### config.mk
export PLATFORM = sky130hd
export DESIGN_NAME = spi_master_cfg
export DESIGN_NICKNAME = d
export VERILOG_FILES = /design/src/rtl/spi_master_cfg.sv
export SDC_FILE = /design/constraint.sdc
export NUM_CORES = 1
export LEC_CHECK = 0
export CAP_MARGIN = 5
export CORE_ASPECT_RATIO = 1.4
export CORE_MARGIN = 2
export CORE_UTILIZATION = 30
export CTS_CLUSTER_SIZE = 8
export DETAILED_ROUTE_END_ITERATION = 10
export GPL_ROUTABILITY_DRIVEN = 0
export PLACE_DENSITY = 0.54
export SLEW_MARGIN = 20
export SYNTH_ARGS = -nofsm -noshare
export SYNTH_HDL_FRONTEND = slang
export SYNTH_SLANG_ARGS = --single-unit
### constraint.sdc
create_clock -name clk -period 6.4 [get_ports clk]
set_clock_uncertainty 0.1 [all_clocks]
set_input_delay 1.92 -clock clk [delete_from_list [all_inputs] [get_ports clk]]
set_output_delay 1.92 -clock clk [all_outputs]
set_load 0.02 [all_outputs]
### src/rtl/spi_master_cfg.sv
// spi_master_cfg: configurable SPI master with runtime divider, CPOL/CPHA modes, bit order and decoded chip selects
module spi_master_cfg #(
  parameter int DATA_W = 8,
  parameter int NUM_CS = 4,
  parameter int DIV_W  = 8,
  parameter int CS_W   = (NUM_CS > 1) ? $clog2(NUM_CS) : 1
) (
  input  logic              clk,
  input  logic              rst_n,
  input  logic              start,
  input  logic [DATA_W-1:0] data_in,
  input  logic              cpol,
  input  logic              cpha,
  input  logic              lsb_first,
  input  logic [DIV_W-1:0]  clk_div,
  input  logic [CS_W-1:0]   cs_sel,
  output logic [DATA_W-1:0] data_out,
  output logic              busy,
  output logic              done,
  output logic              mosi,
  input  logic              miso,
  output logic              sclk,
  output logic [NUM_CS-1:0] cs_n
);
  localparam int EW = $clog2(2 * DATA_W);
  localparam logic [EW-1:0] LAST = EW'(2 * DATA_W - 1);

  typedef enum logic [1:0] {IDLE, SETUP, XFER, HOLD} state_t;

  state_t            state, state_nxt;
  logic [DIV_W-1:0]  cnt, div_r;
  logic [EW-1:0]     ecnt;
  logic [CS_W-1:0]   cs_r;
  logic              cpha_r, lsb_r, sclk_r, mosi_r;
  logic [DATA_W-1:0] tx_sr, rx_sr;
  logic              accept, half_end, fin, tick, lead, samp, drv;

  assign busy = state != IDLE;
  assign sclk = sclk_r;
  assign mosi = mosi_r;

  // State register; reset aborts any transfer without a done pulse
  always_ff @(posedge clk or negedge rst_n) begin
    if (!rst_n) state <= IDLE;
    else state <= state_nxt;
  end

  // Next state plus half-period strobes: tick is an sclk edge, lead marks it as the leading one
  always_comb begin
    accept    = start && state == IDLE;
    half_end  = cnt == div_r;
    fin       = state == HOLD && half_end;
    tick      = half_end && (state == SETUP || (state == XFER && ecnt != LAST));
    lead      = state == SETUP || ecnt[0];
    samp      = tick && (lead != cpha_r);
    drv       = tick && (lead == cpha_r);
    state_nxt = state;
    case (state)
      IDLE:    state_nxt = accept ? SETUP : IDLE;
      SETUP:   state_nxt = half_end ? XFER : SETUP;
      XFER:    state_nxt = (half_end && ecnt == LAST) ? HOLD : XFER;
      HOLD:    state_nxt = half_end ? IDLE : HOLD;
      default: state_nxt = IDLE;
    endcase
  end

  // Latch config on accept, pace half-periods, toggle sclk, shift mosi out and miso in
  always_ff @(posedge clk or negedge rst_n) begin
    if (!rst_n) begin
      div_r    <= '0;
      cs_r     <= '0;
      cpha_r   <= 1'b0;
      lsb_r    <= 1'b0;
      sclk_r   <= 1'b0;
      mosi_r   <= 1'b0;
      cnt      <= '0;
      ecnt     <= '0;
      tx_sr    <= '0;
      rx_sr    <= '0;
      data_out <= '0;
      done     <= 1'b0;
    end else begin
      if (accept) begin
        div_r  <= clk_div;
        cs_r   <= cs_sel;
        cpha_r <= cpha;
        lsb_r  <= lsb_first;
        sclk_r <= cpol;
        cnt    <= '0;
        ecnt   <= '0;
        tx_sr  <= cpha ? data_in : (lsb_first ? data_in >> 1 : data_in << 1);
        mosi_r <= cpha ? 1'b0 : (lsb_first ? data_in[0] : data_in[DATA_W-1]);
      end else if (state != IDLE) begin
        cnt <= half_end ? '0 : cnt + 1'b1;
        if (state == XFER && half_end) ecnt <= ecnt + 1'b1;
        if (tick) sclk_r <= ~sclk_r;
        if (drv) begin
          mosi_r <= lsb_r ? tx_sr[0] : tx_sr[DATA_W-1];
          tx_sr  <= lsb_r ? tx_sr >> 1 : tx_sr << 1;
        end
        if (samp) rx_sr <= lsb_r ? {miso, rx_sr[DATA_W-1:1]} : {rx_sr[DATA_W-2:0], miso};
        if (fin) begin
          data_out <= rx_sr;
          mosi_r   <= 1'b0;
        end
      end
      done <= fin;
    end
  end

  // Decode the latched slave index; out-of-range indices select nothing
  always_comb begin
    cs_n = '1;
    for (int i = 0; i < NUM_CS; i++)
      if (busy && cs_r == CS_W'(i)) cs_n[i] = 1'b0;
  end
endmodule

## Word-level counts from Yosys, hierarchy flattened

Index checks and enable logic that the tools add are counted.

- Input bits: 25
- Register bits after elaboration: 53
- Logic and storage cells: 88
- Output and inout port bits: 16

- Muxes and demuxes: 32
- Reduce and logical (&&, ||, !) cells: 28
- Bitwise logic cells: 2
- $add $sub $neg: 2
- Eq/ne operators: 11

Operators with widths:

| cell | number |
|---|---|
| two-way mux 8 bit | 10 |
| two-way mux 1 bit | 16 |
| logical AND 1 bit | 12 |
| two-way mux 4 bit | 3 |
| nonzero test 2 bit | 5 |
| adder 8 x 1 -> 8 bit (second input constant) | 1 |
| == test 2 bit (second input constant) | 4 |
| == test 8 bit | 1 |
| case mux 2 bit (4 select lines) | 1 |
| AND reduction 2 bit | 4 |
| AND reduction 3 bit | 2 |
| adder 4 x 1 -> 4 bit (second input constant) | 1 |
| == test 2 x 1 -> 1 bit (second input constant) | 2 |
| == test 4 bit (second input constant) | 1 |
| zero test 2 bit | 2 |
| two-way mux 2 bit | 2 |
| inequality test 4 bit (second input constant) | 1 |
| nonzero test 3 bit | 1 |
| logical OR 1 bit | 2 |
| inverter 1 bit | 2 |
| == test 1 bit | 1 |
| inequality test 1 bit | 1 |

## Logic depth before layout (Yosys ltp)

Gate-level depths: netlist of run 1.

- Depth after elaboration: 9
- Mapped depth: 7
- Depth with buffers taken out: 6

## Worst setup path before layout of run 1

Ideal clock, no wire load.

- Path kind: reg-to-output
- Start: register state[1]
- End: output port cs_n[1]
- Data required time: 4.380 ns
- Stages on the path, launching flop included: 6
- Path buffers: 2
- Slack: 2.913 ns
- Arrival time: 1.467 ns
- Path through: dfrtp_1 -> buf_2 -> nor2_1 -> inv_1 -> clkbuf_1 -> nand3b_1

- Cells in the longest elaborated chain, start to end: 3

Ends and longest elaborated chain:

| element | line | text |
|---|---|---|
| start, declared | 30 | `state_t state, state_nxt;` |
| start signal, assigned | 45 | `else state <= state_nxt;` |
| nonzero test 2 bit | 38 | `assign busy = state != IDLE;` |
| via busy | 18 | `output logic busy,` |
| logical AND 1 bit | 115 | `if (busy && cs_r == CS_W'(i)) cs_n[i] = 1'b0;` |
| two-way mux 1 bit | 115 |  |
| end, declared | 23 | `output logic [NUM_CS-1:0] cs_n` |

The timed path passes the listed nets, and every way through them passes these cells.

## Worst setup path after layout of run 1

- Start: register state[1]
- End: output port cs_n[1]

- Cells in the longest elaborated chain, start to end: 3

Ends and longest elaborated chain:

| element | line |
|---|---|
| nonzero test 2 bit | 38 |
| logical AND 1 bit | 115 |
| two-way mux 1 bit | 115 |

Every way passes these cells.

==> results of run 1 <==
final timing paths:
check / slack [ns] / cells after the start / end
worst max-delay path: 2.03 / 4 / cs_n[1]
worst min-delay path: 0.39 / 1 / data_out[4]$_DFFE_PN0P_
worst max register to register: 3.74 / 5 / data_out[7]$_DFFE_PN0P_
worst min register to register: 0.39 / 1 / data_out[4]$_DFFE_PN0P_
max in group asynchronous: 4.10 / 2 / data_out[3]$_DFFE_PN0P_
min in group asynchronous: 1.64 / 2 / div_r[3]$_DFFE_PN0N_
placed cells by master (no fill, tap or decap), drive strengths merged, types with 2 or more instances in the layout:
cell type and n:
nor3b 2, nor2 11, and3 6, clkdlybuf4s50 39
ha 2, inv 3, mux2 34, clkbuf 6
a31oi 9, nand3 9, a22o 3, mux2i 14
o21ai 15, clkinvlp 2, and2 2, xor2 9
a21oi 3, a21o 2, dfrtp 53, nor4 2
o22ai 2, nand2 60, o21a 2, or3 6
buf 4, nor2b 2, xnor2 2
cells by family (layout without fill, tap and decap cells):
family / after synthesis / in the layout / share of synthesized area (%)
simple gates: 103 / 103 / 17.3
flops: 53 / 53 / 46.6
mux: 48 / 48 / 19.4
compound gates: 42 / 42 / 9.35
buf+inv: 18 / 54 / 3.07
xor+xnor: 11 / 11 / 3.38
fa+ha+maj: 2 / 2 / 0.878
routing by layer:
| metal | routed length, um | GRT usage (%) |
|---|---|---|
| met5 | 0 | 0 |
| met4 | 109 | 4.69 |
| met3 | 137 | 1.87 |
| met2 | 2820 | 20.8 |
| met1 | 2670 | 15.5 |
power by group through the flow:
| stage | registers, uW | clock network (uW) | logic, uW |
|---|---|---|---|
| 2_1_floorplan | 525 | 0 | 347 |
| 3_3_place_gp | 567 | 0 | 438 |
| 3_5_place_dp | 567 | 0 | 444 |
| 4_1_cts | 562 | 277 | 446 |
| 5_1_grt | 582 | 290 | 491 |
| 6_report | 560 | 266 | 438 |
stage by stage:
stage          utilization, %  instance area [sq um]  hold WS, ns  total power [uW]  std cells
3_3_place_gp             35.6                   3330        0.371              1010        415
4_1_cts                  37.1                   3470        0.390              1280        423
5_1_grt                  37.1                   3470        0.424              1360        423
6_report                 37.1                   3470        0.388              1260        423
2_1_floorplan               -                   2850        0.362               873        277
3_5_place_dp             35.6                   3330        0.374              1010        415
layout make-up:
class / instances / area share, %
Sequential cell: 53 / 38.2
Timing Repair Buffer: 43 / 12.0
Inverter: 3 / 0.324
Tap cell: 110 / 3.96
Multi-Input combinational cell: 206 / 41.3
Clock buffer: 6 / 3.71
Clock inverter: 2 / 0.432
flip-flops by register name (all words and copies together), names as in the netlist:
name,cells
done,1
lsb_r,1
state,2
mosi,1
ecnt,4
cs_r,2
cnt,8
data_out,8
div_r,8
rx_sr,8
cpha_r,1
sclk,1
tx_sr,8
==> results list, run 1 <==
- IR analysis of the VDD net gives a maximum drop of 233 uV.
* Vias in the first global route: 2,203
- Category of cells accounting for the largest share of critical-path delay: buffers and inverters
- After synthesis, the cell types taking the most area are sky130_fd_sc_hd__dfrtp_1, sky130_fd_sc_hd__mux2_2, sky130_fd_sc_hd__nand2_1.
* Final Hold Fails: 0
- In this run the clock root is driven by a sky130_fd_sc_hd__clkbuf_16.
* Run status: complete, no violations
- Required time at the worst-slack endpoint: 4.38 ns
* CP bufs+invs: 2
- Sequential share of the synthesized area: 46.6%
* Fmax: 229 MHz
- The worst setup path is launched from a flip-flop.
* Number of warnings printed during yosys synthesis: 0
- Summed over all nets, the half-perimeter wirelength after detailed placement is 4120 um.
- Clock net sink count: 53
- Worst Path Max Fanout: 12
* Clock insertion delay at the later pin of the skew report: 0.29 ns
- Cell-by-cell listing of the critical path: nor2_1 > inv_1 > nand3b_1 > clkdlybuf4s50_1
- CTS clk-pin slew, worst paths: 0.07 ns
- Critical setup path kind: reg2out
- For this run, asynchronously set or reset flops after synthesis account for 100%.
- In this run the power density over the cells is 364 nW/um^2.
* Syn Std Cell Area: 2850 sq um
* Wire length reported by the detailed router: 5730 um
- 0 antenna diodes ended up in the layout.
- Fraction of power spent switching nets: 35.3%
- Data arrives at the worst endpoint at 2.35 ns.
- Die Height: 119 um
- Part of the total power dissipated in combinational logic: 34.7%
* CTS buffer count: 5
* Total nets after synthesis: 304
* Number of hold buffers added after cts: 0
- CP max stage delay: 0.62 ns
- TritonCTS built the clock tree.
- Number of fill cells in the layout: 957
* Unrepaired setup endpoints after global routing: no
- In the synthesized netlist, the cells that appear most often are sky130_fd_sc_hd__nand2_1, sky130_fd_sc_hd__dfrtp_1, sky130_fd_sc_hd__mux2_2.
- FF/Latch Area: 1330 sq um
- The first global-routing pass estimated 10,300 um of wire.
- Sequential cells account for 44.3% of the total power.
* CTS-repair resized insts: 0
- Crit path from: state[1]$_DFF_PN0_
- In this run the critical register-to-register path is launched from cnt[3]$_DFFE_PN0P_.
- After detailed routing, the average wire length per cell comes to 13.5 um.
- For this design, the slowest cell found on the critical path is sky130_fd_sc_hd__clkdlybuf4s50_1.
- Std-Cell Core Area: 9350 sq um
- Min-delay src: data_out[4]$_DFFE_PN0P_
- After clock tree synthesis, the setup repair step added 0 buffers.
- P_sw: 446 uW
- Most used standard cell by instance count after synthesis: sky130_fd_sc_hd__nand2_1
- Number of library cell types mapped by synthesis: 40
- In the synthesized netlist, the number of instances is 277.
* Finish-stage setup viols: 0
* Remaining DRCs: 0
- Minimum setup slack after placement: 2.35 ns
* # rows: 42
- Die Span X: 86.4 um
- Cell type with the highest aggregate area in the netlist: sky130_fd_sc_hd__dfrtp_1
* Nets: 339
- Post-synth top area share: 46.6%
* Global routing usage summed across all routing layers: 12.3%
- Io pins: 41
- For this run, the detailed router's first-pass iteration total came to 4.
* Flops & latches, synth: 53
- Buffers placed on the I/O ports in this run total 40.
* Share of the clock period used by the worst path after layout: 68.2%
- Internal power consumption: 818 uW
* Slew Limit Headroom: 52.9%
* Final slew viol count: 0
- For the pin with the worst max-slew slack, the measured transition is 0.706 ns.
- Counting along the longest clock path gives a buffer depth of 2.
* Number of enable-type register cells in the synthesized netlist: 0
- Area of the multi-input gates: 1440 sq um
* Top_reg_cell synth: sky130_fd_sc_hd__dfrtp_1
- For this configuration, the core starts out at a cell density of 30.5%.
* Largest net degree at the start of global routing: 54
* Total die area: 10,300 sq um
- Worst hold path type: reg2reg
- Global route overflow: 0
* Detailed router's first-iteration violation count: 73
- H-tree depth reported by CTS: 2
- For this block, the via count after detailed routing is 2,054.
- The tool flagged a number of max-cap violations equal to 0.
- The worst setup path is captured at a primary output.
- Avg Inst Size Synth: 10.3 sq um
- The worst path in the final design needs a cycle of 4.37 ns, including I/O delays and setup.
* Layout Area Growth over Synthesis: 21.9%
- Summed over all cells, the static leakage comes to 0.00164 uW.
- Across all setup checks in the final design, the least slack found is 2.03 ns.
* Initial antenna violation count: 0
- Fraction of layout instances using a drive strength above 1: 14.1%
- Remaining number of nets flagged by the antenna check after routing: 0
- Dividing the detail-routed via count by the number of cells gives 4.86.
- In the final timing run, aggregate negative setup slack is 0 ns.
- Clock share of power: 21.0%
Note: power is estimated with default switching activity, not from simulation.
==> inputs of run 2 (changes only) <==
==> constraint.sdc (replaced) <==
create_clock -name clk -period 4.35 [get_ports clk]
set_clock_uncertainty 0.1 [all_clocks]
set_input_delay 1.305 -clock clk [delete_from_list [all_inputs] [get_ports clk]]
set_output_delay 1.305 -clock clk [all_outputs]
set_load 0.02 [all_outputs]
==> run 2 against run 1 <==
- cell area grew 1.4%
- die area is the same
- non-clock buffer count grew 2
- critical path depth is the same
- cell count grew 0.47%
- via count grew 0.93%
- combinational power grew 48%
- clock power grew 77%
- global-route usage shrank 0.13 points
- worst setup slack lost 1.5 ns
- flip-flop and latch count is the same
- critical path type unchanged
==> results list, run 2 (same netlist as run 1, synthesis figures left out) <==
* Min-delay src: data_out[5]$_DFFE_PN0P_
- The min-delay analysis places its worst path in the category reg2reg.
- Kind of start point of the critical path: flip-flop
- VDD IR-drop max: 484 uV (+110%)
* Critical-path top delay cell: sky130_fd_sc_hd__clkdlybuf4s50_1
- The net switching fraction of the power was 34.2% (-1.1 points).
* Max Buffers Root-to-Sink: 2 (unchanged)
* Slew Limit Headroom: 52.9% (about the same)
* Remaining DRCs: 0 (unchanged)
- The count of instances resized after the clock tree is built is 0 (unchanged).
- The ratio of cells with drive above 1 in the final layout was 14.9% (+0.86 points).
- The clock-pin slew on the worst setup and hold paths is 0.07 ns (about the same).
- CP max stage delay: 0.62 ns (about the same)
- CTS buffer count: 5 (unchanged)
* Die Height: 119 um (unchanged)
- The number of vias after detailed routing came to 2,073 (+0.93%).
- Largest net degree at the start of global routing: 26 (-52%)
* End point of the worst hold path: data_out[5]$_DFFE_PN0P_
* Remaining number of nets flagged by the antenna check after routing: 0 (unchanged)
- Critical setup path kind: reg2out
- Clock share of power: 24.2% (+3.2 points)
- The clock latency reported for the late side of the worst-skew pair is 0.29 ns (about the same).
- Count of maximum capacitance violations: 0 (unchanged)
- Fmax: 265 MHz
- Half-perimeter wire length of the detailed placement result: 4280 um (+3.8%)
- The internal power component is 1280 uW (+56%).
- The detailed router's first-iteration violation count is 57 (-22%).
- The die outline area was 10,300 sq um (unchanged).
* Global route overflow: 0 (unchanged)
- FF/Latch Area: 1330 sq um (unchanged)
- Count of placed standard cells in the final layout, fillers left out: 425 (+0.47%)
- Nets: 341 (+0.59%)
* Post-detailed-route via-to-cell ratio: 4.88 (+0.45%)
* Number of hold buffers added after cts: 0 (unchanged)
- The antenna diode instance count came to 0 (unchanged).
- The overall track demand over capacity in global routing was 12.1% (-0.13 points).
- Number of fill cells in the layout: 950 (-0.73%)
* Endpoint of the most critical register-to-register path: data_out[7]$_DFFE_PN0P_
- Routed length per placed instance: 13.6 um (+0.61%)
* Critical register-to-register path startpoint: cnt[3]$_DFFE_PN0P_
* P_sw: 664 uW (+49%)
- Initial Utilization: 30.5% (unchanged)
* Relative contribution of sequential cells to total power: 42.4% (-1.9 points)
- Clock tree synthesis selected as its root buffer the cell sky130_fd_sc_hd__clkbuf_16.
- The power density over the cells is 552 nW/um^2 (+52%).
- Compared with the post-synthesis result, the final layout area differs by 23.5%.
* Clock net sink count: 53 (unchanged)
* Cell depth of the worst flop-to-flop path: 5 (unchanged)
* Die Span X: 86.4 um (unchanged)
* Run status: complete, no violations
- Total instance count after detailed placement: 417 (+0.48%)
- Min-Delay Path Depth: 1 (unchanged)
- The number of detailed-routing iterations run before antenna repair came to 5 (+1).
- The wire length reported by the detailed router came to 5790 um (+1.1%).
* # rows: 42 (unchanged)
- The final count of negative-setup-slack endpoints is 0 (unchanged).
- Vias in the first global route: 2,106 (-4.4%)
- Signal arrival time at the worst endpoint: 2.37 ns (+0.02 ns)
- The slew of the pin with the lowest slew margin came to 0.706 ns (+0.00000602 ns).
- Final Hold Fails: 0 (unchanged)
- Total negative setup slack: 0 ns (unchanged)
- Area of the multi-input gates: 1440 sq um (unchanged)
- The summed area of non-filler cells in the final layout was 3520 sq um (+1.4%).
- Leaving out fill and tap cells, the most frequent cells in the layout are sky130_fd_sc_hd__nand2_1, sky130_fd_sc_hd__dfrtp_1, sky130_fd_sc_hd__clkdlybuf4s50_1.
* Standard cell area after detailed placement: 3340 sq um (+0.45%)
- First-pass GRT wire length: 9990 um (-2.7%)
- TritonCTS built the clock tree.
- Leakage: 0.00167 uW (+1.8%)
* Initial antenna violation count: 0 (unchanged)
- After layout, the minimum clock period comes to 3.77 ns.
- Std-Cell Core Area: 9350 sq um (unchanged)
- IO Port Bufs: 40 (unchanged)
- Part of the total power dissipated in combinational logic: 33.4% (-1.3 points)
- Most frequent standard cell in the layout excluding fill and tap cells: sky130_fd_sc_hd__nand2_1
* Share of the clock period used by the worst path after layout: 86.7%
* Cell-by-cell listing of the critical path: nor2_1 > inv_1 > nand3b_1 > clkdlybuf4s50_1
- The maximum level of the CTS H-tree was 2 (unchanged).
- Io pins: 41 (unchanged)
* Unrepaired setup endpoints after global routing: no
- Final slew viol count: 0 (unchanged)
* Slack of the worst reg-to-reg path: 1.70 ns (-2.04 ns)
* Capturing element type of the critical path: primary output
* Worst Path Max Fanout: 12 (unchanged)
- The count of buffers added by post-CTS timing repair for setup is 0 (unchanged).
- The worst endpoint required time came to 2.94 ns (-1.44 ns).
==> run 2: cell types whose count changed in the layout (fill, tap and decap cells not counted) <==
cell / previous run / this run
sky130_fd_sc_hd__buf_4: 3 / 5
sky130_fd_sc_hd__bufinv_16: 0 / 1
sky130_fd_sc_hd__clkbuf_1: 1 / 0
sky130_fd_sc_hd__clkinvlp_4: 2 / 1
sky130_fd_sc_hd__clkbuf_8: 0 / 1
==> run 2: power by group through the flow <==
stage | clock network (uW) | logic [uW] | registers, uW
final | 470 | 649 | 825
after global routing | 498 | 727 | 855
after CTS | 483 | 661 | 826
after detailed placement | 0 | 657 | 835
after global placement | 0 | 647 | 834
after floorplan | 0 | 511 | 773
==> run 2: how the worst max path moves through the flow <==
stage          cells after the start  slack (ns)          startpoint  endpoint
3_3_place_gp                       4        0.97  state[1]$_DFF_PN0_   cs_n[3]
5_1_grt                            4        0.45  state[1]$_DFF_PN0_   cs_n[1]
3_5_place_dp                       4        0.93  state[1]$_DFF_PN0_   cs_n[1]
6_report                           4        0.58  state[1]$_DFF_PN0_   cs_n[1]
4_1_cts                            4        0.60  state[1]$_DFF_PN0_   cs_n[1]
2_1_floorplan                      5        1.48  state[1]$_DFF_PN0_   cs_n[1]
==> run 2: worst max-delay path: cells and delay by family, from the launching register on <==
kind,cells,cell delay [ns]
flops,1,0.48
simple gates,2,0.64
buf+inv,2,0.96
==> run 2: per-stage QoR <==
stage | hold WS [ns] | util [%] | power, uW | setup WS [ns]
2_1_floorplan | 0.362 | - | 1280 | 1.48
3_3_place_gp | 0.371 | 35.7 | 1480 | 0.972
3_5_place_dp | 0.374 | 35.7 | 1490 | 0.933
4_1_cts | 0.391 | 37.6 | 1970 | 0.600
5_1_grt | 0.416 | 37.6 | 2080 | 0.447
6_report | 0.386 | 37.6 | 1940 | 0.577
==> run 2: per-layer routing <==
layer,GRT usage (%),up-vias,routed length [um]
li1,-,1042,-
met1,15.3,992,2620
met2,20.4,33,2890
met3,2.22,6,170
met4,4.69,0,108
met5,0,-,0
==> run 2: cell type report <==
cell class	instances	share of cell area, %
Multi-Input combinational cell	206	40.8
Sequential cell	53	37.7
Timing Repair Buffer	45	12.3
Clock buffer	6	3.95
Tap cell	110	3.91
Clock inverter	2	1.07
Inverter	3	0.320
